$ cat src/rtl/dicke_integrator_if.sv
// Sample-in / result-out bundle for the Dicke demodulator.
// master = demodulator side, slave = ADC/framer side.
interface dicke_integrator_if #(
  parameter int SAMPLE_W = 12,
  parameter int ACC_W    = 32
);

  logic                sample_valid;
  logic [SAMPLE_W-1:0] sample;
  logic                result_valid;
  logic                result_ready;
  logic [ACC_W:0]      result_diff;

  modport master (
    input  sample_valid,
    input  sample,
    input  result_ready,
    output result_valid,
    output result_diff
  );

  modport slave (
    output sample_valid,
    output sample,
    output result_ready,
    input  result_valid,
    input  result_diff
  );

endinterface

$ cat src/rtl/dicke_integrator.sv
// Dicke switch generator + per-phase integrator, antenna minus reference.
// Define DICKE_BLANK_EN to drop samples in the settling window after each edge.
module dicke_integrator #(
  parameter int SAMPLE_W     = 12,
  parameter int ACC_W        = 32,
  parameter int HALF_PERIOD  = 50000,
  parameter int N_CYCLES     = 16,
  parameter int BLANK_CYCLES = 1000
) (
  input  logic clk,
  input  logic rst_n,
  input  logic enable,
  output logic switch_pwm,
  output logic overrun,
  output logic busy,
  dicke_integrator_if.master bus
);

  localparam int PH_W = $clog2(HALF_PERIOD);
  localparam int CY_W = (N_CYCLES > 1) ? $clog2(N_CYCLES) : 1;

  localparam logic [PH_W-1:0] PH_LAST = PH_W'(HALF_PERIOD - 1);
  localparam logic [CY_W-1:0] CY_LAST = CY_W'(N_CYCLES - 1);

  // Elaboration-time sanity of the configuration
  if (HALF_PERIOD < 2) begin : g_bad_half
    $error("HALF_PERIOD must be at least 2");
  end
  if (N_CYCLES < 1) begin : g_bad_ncyc
    $error("N_CYCLES must be at least 1");
  end
  if (BLANK_CYCLES >= HALF_PERIOD) begin : g_bad_blank
    $error("BLANK_CYCLES must be below HALF_PERIOD");
  end
  if (ACC_W < SAMPLE_W) begin : g_bad_acc
    $error("ACC_W narrower than a sample");
  end

  typedef enum logic {
    IDLE,
    RUN
  } state_t;

  state_t          state;
  logic [PH_W-1:0] phase_cnt;
  logic [CY_W-1:0] cycle_cnt;
  logic [ACC_W-1:0] acc_ant;
  logic [ACC_W-1:0] acc_ref;

  logic             blank_ok;
  logic             half_end;
  logic             cyc_end;
  logic             last_cyc;
  logic             take;
  logic             load;
  logic [ACC_W-1:0] smp;
  logic [ACC_W-1:0] ant_sum;
  logic [ACC_W-1:0] ref_sum;
  logic [ACC_W:0]   new_diff;

`ifdef DICKE_BLANK_EN
  localparam logic [PH_W-1:0] BLANK_N = PH_W'(BLANK_CYCLES);
  assign blank_ok = (phase_cnt >= BLANK_N);
`else
  assign blank_ok = 1'b1;
`endif

  // Edge detection, sample gating and the candidate result
  always_comb begin
    half_end = (phase_cnt == PH_LAST);
    cyc_end  = half_end && !switch_pwm;
    last_cyc = (cycle_cnt == CY_LAST);
    take     = bus.sample_valid && blank_ok;
    smp      = take ? ACC_W'(bus.sample) : '0;
    ant_sum  = acc_ant + smp;
    ref_sum  = acc_ref + smp;
    // final reference sample lands on the closing edge itself
    new_diff = {1'b0, acc_ant} - {1'b0, ref_sum};
    load     = (state == RUN) && enable
               && cyc_end && last_cyc;
  end

  // Run/idle control, switch waveform, counters and accumulators
  always_ff @(posedge clk or negedge rst_n) begin
    if (!rst_n) begin
      state      <= IDLE;
      busy       <= 1'b0;
      switch_pwm <= 1'b0;
      phase_cnt  <= '0;
      cycle_cnt  <= '0;
      acc_ant    <= '0;
      acc_ref    <= '0;
    end else begin
      unique case (state)
        IDLE: begin
          if (enable) begin
            state      <= RUN;
            busy       <= 1'b1;
            switch_pwm <= 1'b1;
            phase_cnt  <= '0;
            cycle_cnt  <= '0;
            acc_ant    <= '0;
            acc_ref    <= '0;
          end
        end
        RUN: begin
          if (!enable) begin
            state      <= IDLE;
            busy       <= 1'b0;
            switch_pwm <= 1'b0;
            phase_cnt  <= '0;
            cycle_cnt  <= '0;
            acc_ant    <= '0;
            acc_ref    <= '0;
          end else begin
            if (half_end) begin
              phase_cnt  <= '0;
              switch_pwm <= !switch_pwm;
            end else begin
              phase_cnt <= phase_cnt + 1'b1;
            end
            if (load) begin
              cycle_cnt <= '0;
              acc_ant   <= '0;
              acc_ref   <= '0;
            end else begin
              if (cyc_end) begin
                cycle_cnt <= cycle_cnt + 1'b1;
              end
              if (switch_pwm) begin
                acc_ant <= ant_sum;
              end else begin
                acc_ref <= ref_sum;
              end
            end
          end
        end
        default: begin
          state <= IDLE;
          busy  <= 1'b0;
        end
      endcase
    end
  end

  // Result register and valid/ready handshake with sticky overrun
  always_ff @(posedge clk or negedge rst_n) begin
    if (!rst_n) begin
      bus.result_valid <= 1'b0;
      bus.result_diff  <= '0;
      overrun          <= 1'b0;
    end else if (load) begin
      bus.result_diff  <= new_diff;
      bus.result_valid <= 1'b1;
      if (bus.result_valid && !bus.result_ready) begin
        overrun <= 1'b1;
      end
    end else if (bus.result_valid && bus.result_ready) begin
      bus.result_valid <= 1'b0;
    end
  end

endmodule
$ cat src/flat_wrapper.sv
// flat-port wrapper written by rule: the top's interface ports become plain ports
module dicke_integrator_flat 
#(
  parameter int SAMPLE_W     = 12,
  parameter int ACC_W        = 32,
  parameter int HALF_PERIOD  = 50000,
  parameter int N_CYCLES     = 16,
  parameter int BLANK_CYCLES = 1000
)
  (clk, rst_n, enable, switch_pwm, overrun, busy, bus_sample_valid, bus_sample, bus_result_ready, bus_result_valid, bus_result_diff);
  dicke_integrator_if #(.SAMPLE_W(SAMPLE_W), .ACC_W(ACC_W)) bus_i ();
  input  logic clk;
  input  logic rst_n;
  input  logic enable;
  output logic switch_pwm;
  output logic overrun;
  output logic busy;
  input wire logic [$bits(bus_i.sample_valid)-1:0] bus_sample_valid;
  input wire logic [$bits(bus_i.sample)-1:0] bus_sample;
  input wire logic [$bits(bus_i.result_ready)-1:0] bus_result_ready;
  output wire logic [$bits(bus_i.result_valid)-1:0] bus_result_valid;
  output wire logic [$bits(bus_i.result_diff)-1:0] bus_result_diff;
  assign bus_i.sample_valid = bus_sample_valid;
  assign bus_i.sample = bus_sample;
  assign bus_i.result_ready = bus_result_ready;
  assign bus_result_valid = bus_i.result_valid;
  assign bus_result_diff = bus_i.result_diff;
  dicke_integrator #(.SAMPLE_W(SAMPLE_W), .ACC_W(ACC_W), .HALF_PERIOD(HALF_PERIOD), .N_CYCLES(N_CYCLES), .BLANK_CYCLES(BLANK_CYCLES)) u_core (.clk(clk), .rst_n(rst_n), .enable(enable), .switch_pwm(switch_pwm), .overrun(overrun), .busy(busy), .bus(bus_i));
endmodule
$ cat config.mk
export PLATFORM = sky130hd
export DESIGN_NAME = dicke_integrator_flat
export DESIGN_NICKNAME = d
export VERILOG_FILES = /design/src/rtl/dicke_integrator_if.sv /design/src/rtl/dicke_integrator.sv /design/src/flat_wrapper.sv
export SDC_FILE = /design/constraint.sdc
export NUM_CORES = 1
export LEC_CHECK = 0
export CAP_MARGIN = 10
export CORE_ASPECT_RATIO = 0.5
export CORE_MARGIN = 2
export CORE_UTILIZATION = 70
export CTS_BUF_LIST = sky130_fd_sc_hd__clkbuf_4 sky130_fd_sc_hd__clkbuf_8
export DETAILED_ROUTE_END_ITERATION = 8
export DONT_BUFFER_PORTS = 1
export PLACE_DENSITY_LB_ADDON = 0.3
export SYNTH_ARGS = -nofsm -noshare
export SYNTH_HDL_FRONTEND = slang
export SYNTH_SLANG_ARGS = --single-unit
$ cat constraint.sdc
create_clock -name clk -period 14.1 [get_ports clk]
set_input_delay 3.525 -clock clk [delete_from_list [all_inputs] [get_ports clk]]
set_output_delay 3.525 -clock clk [all_outputs]
set_load 0.03 [all_outputs]
; ---- After elaboration in Yosys (flattened, before gate mapping)
; Cells that the tools add are included.
[word_totals]
regBits = 122
input_bits = 17
output_inout_bits = 37
word_cells = 67
[op_classes]
add_sub_neg = 5
eq_ne = 8
mux = 28
bitwise = 1
n_reduce_logical = 15
[op_table]
columns = cell, count
row1 = 32-bit 2-to-1 mux, 7
row2 = 32-bit one-hot mux with 2 select lines, 2
row3 = 32-bit adder, 2
row4 = 16-bit 2-to-1 mux, 3
row5 = 32-bit by 32-bit subtractor with 33-bit output, 1
row6 = 16-bit one-hot mux with 2 select lines, 1
row7 = 16-bit by 1-bit adder with 16-bit output (second input constant), 1
row8 = 16-bit == test (second input constant), 1
row9 = 4-bit 2-to-1 mux, 4
row10 = 12-bit 2-to-1 mux, 1
row11 = 2-bit AND reduction, 6
row12 = 4-bit inequality test (second input constant), 2
row13 = 4-bit one-hot mux with 2 select lines, 1
row14 = 1-bit 2-to-1 mux, 7
row15 = 1-bit logical AND, 6
row16 = 4-bit by 1-bit adder with 4-bit output (second input constant), 1
row17 = 4-bit == test (second input constant), 1
row18 = 2-bit inequality test (second input constant), 2
row19 = 4-bit by 3-bit inequality test with 1-bit output (second input constant), 1
row20 = 1-bit one-hot mux with 2 select lines, 2
row21 = 3-bit inequality test (second input constant), 1
row22 = 1-bit zero test, 2
row23 = 2-bit nonzero test, 1
row24 = 1-bit NOT, 1

; ---- Depth between registers and ports, before layout
[depth]
depth_word = 7
depth_mapped = 27

; ---- Worst setup path after synthesis
; OpenSTA, ideal clock, no wires.
[synth_timing]
path_kind = input to register
startpoint = input port bus_sample_valid
endpoint = register u_core.bus.result_diff[25]
setup_time_ns = 0.127
t_arrival_ns = 8.500
required_ns = 13.973
slack_ns = 5.473
stages = 27
n_path_buf = 3
cell_sequence = buf_6 > clkbuf_1 > and2_1 > ha_1 > ha_1 > a211o_1 > nand4_1 > nand4_4 > maj3_2 > a221o_1 > o2111ai_2 > o211ai_4 > o21ai_2 > buf_6 > nor2_1 > xnor2_1 > ha_1 > a21oi_1 > a21boi_0 > o21ai_0 > nand2b_1 > a31o_2 > a41o_1 > a311o_1 > a41oi_1 > xor2_1 > o21ai_0
[synth_between]
elab_chain_len = 3
[synth_lines]
columns = element, line_no
row1 = "start, declared", flat_wrapper.sv:18  ; input wire logic [$bits(bus_i.sample_valid)-1:0] bus_sample_valid;
row2 = 12-bit 2-to-1 mux, dicke_integrator.sv:74  ; smp = take ? ACC_W'(bus.sample) : '0;
row3 = 32-bit adder, dicke_integrator.sv:76  ; ref_sum = acc_ref + smp;
row4 = 32-bit by 32-bit subtractor with 33-bit output, dicke_integrator.sv:78  ; new_diff = {1'b0, acc_ant} - {1'b0, ref_sum};
row5 = "end signal, assigned", dicke_integrator.sv:153  ; bus.result_diff <= new_diff;
row6 = "end, declared", dicke_integrator_if.sv:19  ; output result_diff
; No other way between the ends.
; A chain may end at the register's enable or synchronous reset.

; ---- Worst setup path after layout
[layout_timing]
startpoint = input port bus_sample[0]
endpoint = register u_core.bus.result_diff[29]
[layout_between]
elab_chain_len = 3
[layout_lines]
columns = element, line_no
row1 = "start, declared", flat_wrapper.sv:19  ; input wire logic [$bits(bus_i.sample)-1:0] bus_sample;
row2 = 12-bit 2-to-1 mux, dicke_integrator.sv:74
row3 = 32-bit adder, dicke_integrator.sv:76
row4 = 32-bit by 32-bit subtractor with 33-bit output, dicke_integrator.sv:78
; No other way between the ends.

==> impl_metrics.env <==
export IMPL_finalPower_mw=0.824
export IMPL_setup_violations_final=0
export IMPL_synthCells=1052
export IMPL_hold_class="flop to flop"
export IMPL_clock_root_buffer="clkbuf_8"
export IMPL_nNetsFinal=1088
export IMPL_maxSlewViolCount=0
export IMPL_clkTransAtPathRegs_ns=0.08
export IMPL_ant_nets=0
export IMPL_required_ns=14.39
export IMPL_cts_buffer_depth=2
export IMPL_n_antenna_cell=0
export IMPL_cts_hold_buf=0
export IMPL_gr_total_overflow=0
export IMPL_cts_sinks=122
export IMPL_core_um2=12600
export IMPL_final_area_um2=9280
export IMPL_final_cells=1204
export IMPL_pin_count=54
export IMPL_wirelength_mm=22.5
export IMPL_num_vias=8013
export IMPL_first_iter_violations=1062
export IMPL_synth_seq_area_share_pct=34.3
export IMPL_syn_to_final_growth_pct=4.23
export IMPL_tightest_slew_ns=1.28
export IMPL_post_cts_buffers=0
export IMPL_async_reset_ff_share_pct=100
export IMPL_start_util_pct=70.9
export IMPL_die_x_um=163
export IMPL_wl_per_cell_um=18.7
export IMPL_p_leak_nw=4.16
export IMPL_ys_warn_count=0
export IMPL_die_h_um=83.7
export IMPL_vdd_drop_max_mv=0.0567
export IMPL_cp_end_kind="flop"
export IMPL_drv_cap=0
export IMPL_postCtsResizedCells=0
export IMPL_grt_pass1_wl_mm=37.5
export IMPL_min_path_cells=2
export IMPL_gp_congestion=0.933
export IMPL_hold_viol_final=0
export IMPL_cts_max_level=4
export IMPL_post_place_cells=1173
export IMPL_final_common_cell="nand2_1"
export IMPL_drc_errors=0
export IMPL_grt_pass1_vias=7575
export IMPL_viasPerCell=6.66
export IMPL_tns_ns=0
export IMPL_cts_made_buffers=17
export IMPL_final_cell_mix="123 x nand2_1, 122 x dfrtp_1, 100 x o21ai_0"
export IMPL_die_area_um2=13700
export IMPL_hpwl_mm=15.6
export IMPL_path_max_fanout=12
export IMPL_arrival_ns=8.96
export IMPL_fin_crit_ns=8.67
export IMPL_synthFlopType="dfrtp_1"
export IMPL_rr_worst_depth=23
export IMPL_avgSynthCellArea_um2=8.46
export IMPL_grt_max_degree=123
export IMPL_numPortBuffers=0
export IMPL_powerDensity_nw_per_um2=88.8
export IMPL_relSlewSlack_pct=14.0
export IMPL_synth_edf_count=0
export IMPL_fin_crit_sh_pct=61.5
export IMPL_antenna_found_initial=0
export IMPL_rows=29
export IMPL_worstSkewPairLatency_ns=0.44
export IMPL_ys_types=86
export IMPL_drtPass1Iterations=7
export IMPL_crit_type="primary input to flop"
export IMPL_synthesis_nets=1118
export IMPL_status="finished clean"
export IMPL_fmaxAchievable_mhz=115
export IMPL_syn_area_um2=8900
export IMPL_cts_tree="yes"
export IMPL_skew_ns=0.0166
export IMPL_track_usage_pct=34.2
export IMPL_synth_seq_cells=122
export IMPL_start_kind="primary input"
export IMPL_place_area_um2=8900
export IMPL_rsz0062_at_grt="no"
export IMPL_drive_above_1_share_pct=6.67
registers in the layout (all words and copies together), names as in the netlist:
signal and cells:
u_core.acc_ant 32, u_core.acc_ref 32, u_core.bus.result_diff 33, u_core.bus.result_valid 1
u_core.busy 1, u_core.cycle_cnt 4, u_core.overrun 1, u_core.phase_cnt 16
u_core.state 1, u_core.switch_pwm 1
per-stage QoR:
stage | worst slack, ns | util, % | hold WS, ns
finish | 5.43 | 73.9 | 0.496
global route | 4.96 | 73.9 | 0.515
global placement | 5.29 | 70.9 | 0.470
CTS | 5.54 | 73.9 | 0.487
floorplan | 5.47 | - | 0.446
detailed placement | 5.15 | 70.9 | 0.473
worst paths after layout:
kind | from | to | slack (ns)
max in group asynchronous | rst_n | u_core.acc_ant[8] | 11.05
worst min register to register | u_core.acc_ref[9] | u_core.acc_ref[9] | 0.50
min in group asynchronous | rst_n | u_core.acc_ant[2] | 2.78
worst max-delay path | bus_sample[0] | u_core.bus.result_diff[29] | 5.43
worst min-delay path | u_core.acc_ref[9] | u_core.acc_ref[9] | 0.50
worst max register to register | u_core.acc_ref[0] | u_core.bus.result_diff[29] | 8.24
power breakdown:
| part | total [mW] | switching (mW) | internal, mW | leakage [nW] |
|---|---|---|---|---|
| logic | 0.149 | 0.0889 | 0.0599 | 2.29 |
| clock network | 0.307 | 0.150 | 0.157 | 0.184 |
| registers | 0.368 | 0.0123 | 0.356 | 1.69 |
synthesized netlist by cell type (3+ instances only):
cell type | number | area, um2
a21oi_2 | 3 | 26.3
nor3_1 | 15 | 75.1
nand4_1 | 20 | 125
a2111oi_0 | 3 | 26.3
and3_1 | 27 | 169
and2_1 | 16 | 100
o211ai_1 | 5 | 37.5
nand3_1 | 30 | 150
o32a_1 | 3 | 30.0
nor2b_1 | 6 | 37.5
o31ai_1 | 4 | 30.0
dfrtp_1 | 122 | 3050
a21o_1 | 28 | 210
o21bai_1 | 3 | 22.5
clkbuf_1 | 41 | 154
xnor2_1 | 49 | 429
nor2_1 | 91 | 342
or3_1 | 10 | 62.6
nand2b_1 | 7 | 43.8
a32o_1 | 3 | 30.0
o2111ai_1 | 6 | 52.6
a21oi_1 | 66 | 330
and4_1 | 4 | 35.0
o21a_1 | 6 | 45.0
a31oi_1 | 28 | 175
a41oi_1 | 3 | 26.3
buf_6 | 6 | 67.6
o21ai_0 | 100 | 500
a211oi_1 | 3 | 22.5
nand2_1 | 123 | 462
o22ai_1 | 8 | 50.1
buf_2 | 6 | 30.0
a22o_1 | 7 | 61.3
or4_1 | 4 | 30.0
a211o_1 | 3 | 26.3
xor2_1 | 52 | 455
o41ai_1 | 3 | 26.3
inv_1 | 31 | 116
ha_1 | 48 | 601
layout make-up:
| type | count | area (um2) |
|---|---|---|
| Clock buffer | 22 | 290 |
| Clock inverter | 9 | 91.3 |
| Fill cell | 925 | 3280 |
| Inverter | 31 | 116 |
| Multi-Input combinational cell | 843 | 5460 |
| Sequential cell | 122 | 3050 |
| Tap cell | 170 | 213 |
| Timing Repair Buffer | 7 | 52.6 |
worst max-delay path: stages:
cell and delay [ns]:
and2_1 0.15, ha_1 0.26, ha_1 0.26, a211o_1 0.28, nand4_1 0.17, nand4_4 0.14, maj3_2 0.33, a221o_1 0.35
o2111ai_2 0.10, o211ai_4 0.17, o21ai_2 0.44, nor2_1 0.15, xnor2_1 0.16, ha_1 0.35, a21oi_1 0.31, nor2b_1 0.09
o21ai_0 0.18, o211ai_1 0.15, a31o_2 0.26, a41o_1 0.24, a311oi_1 0.42, o21ai_0 0.19, mux2i_1 0.16, o311ai_0 0.13
cells by family after synthesis:
group           count (synthesis)  synth area share, %
simple gates                  372                 20.6
compound gates                316                 23.2
flops                         122                 34.3
xor+xnor                      101                 9.94
buf+inv                        87                 4.36
fa+ha+maj                      51                 7.23
mux                             3                0.365
per-layer routing:
| metal | vias to the layer above | GRT usage [%] | wire length, um | share of wire [%] |
|---|---|---|---|---|
| li1 | 3738 | - | - | - |
| met1 | 3827 | 47.3 | 9760 | 43 |
| met2 | 390 | 54.1 | 10200 | 45 |
| met3 | 58 | 7.50 | 2000 | 8.9 |
| met4 | 0 | 10.5 | 565 | 2.5 |
| met5 | - | 0 | 0 | 0 |
No activity file was read; power rests on OpenSTA's default activity.
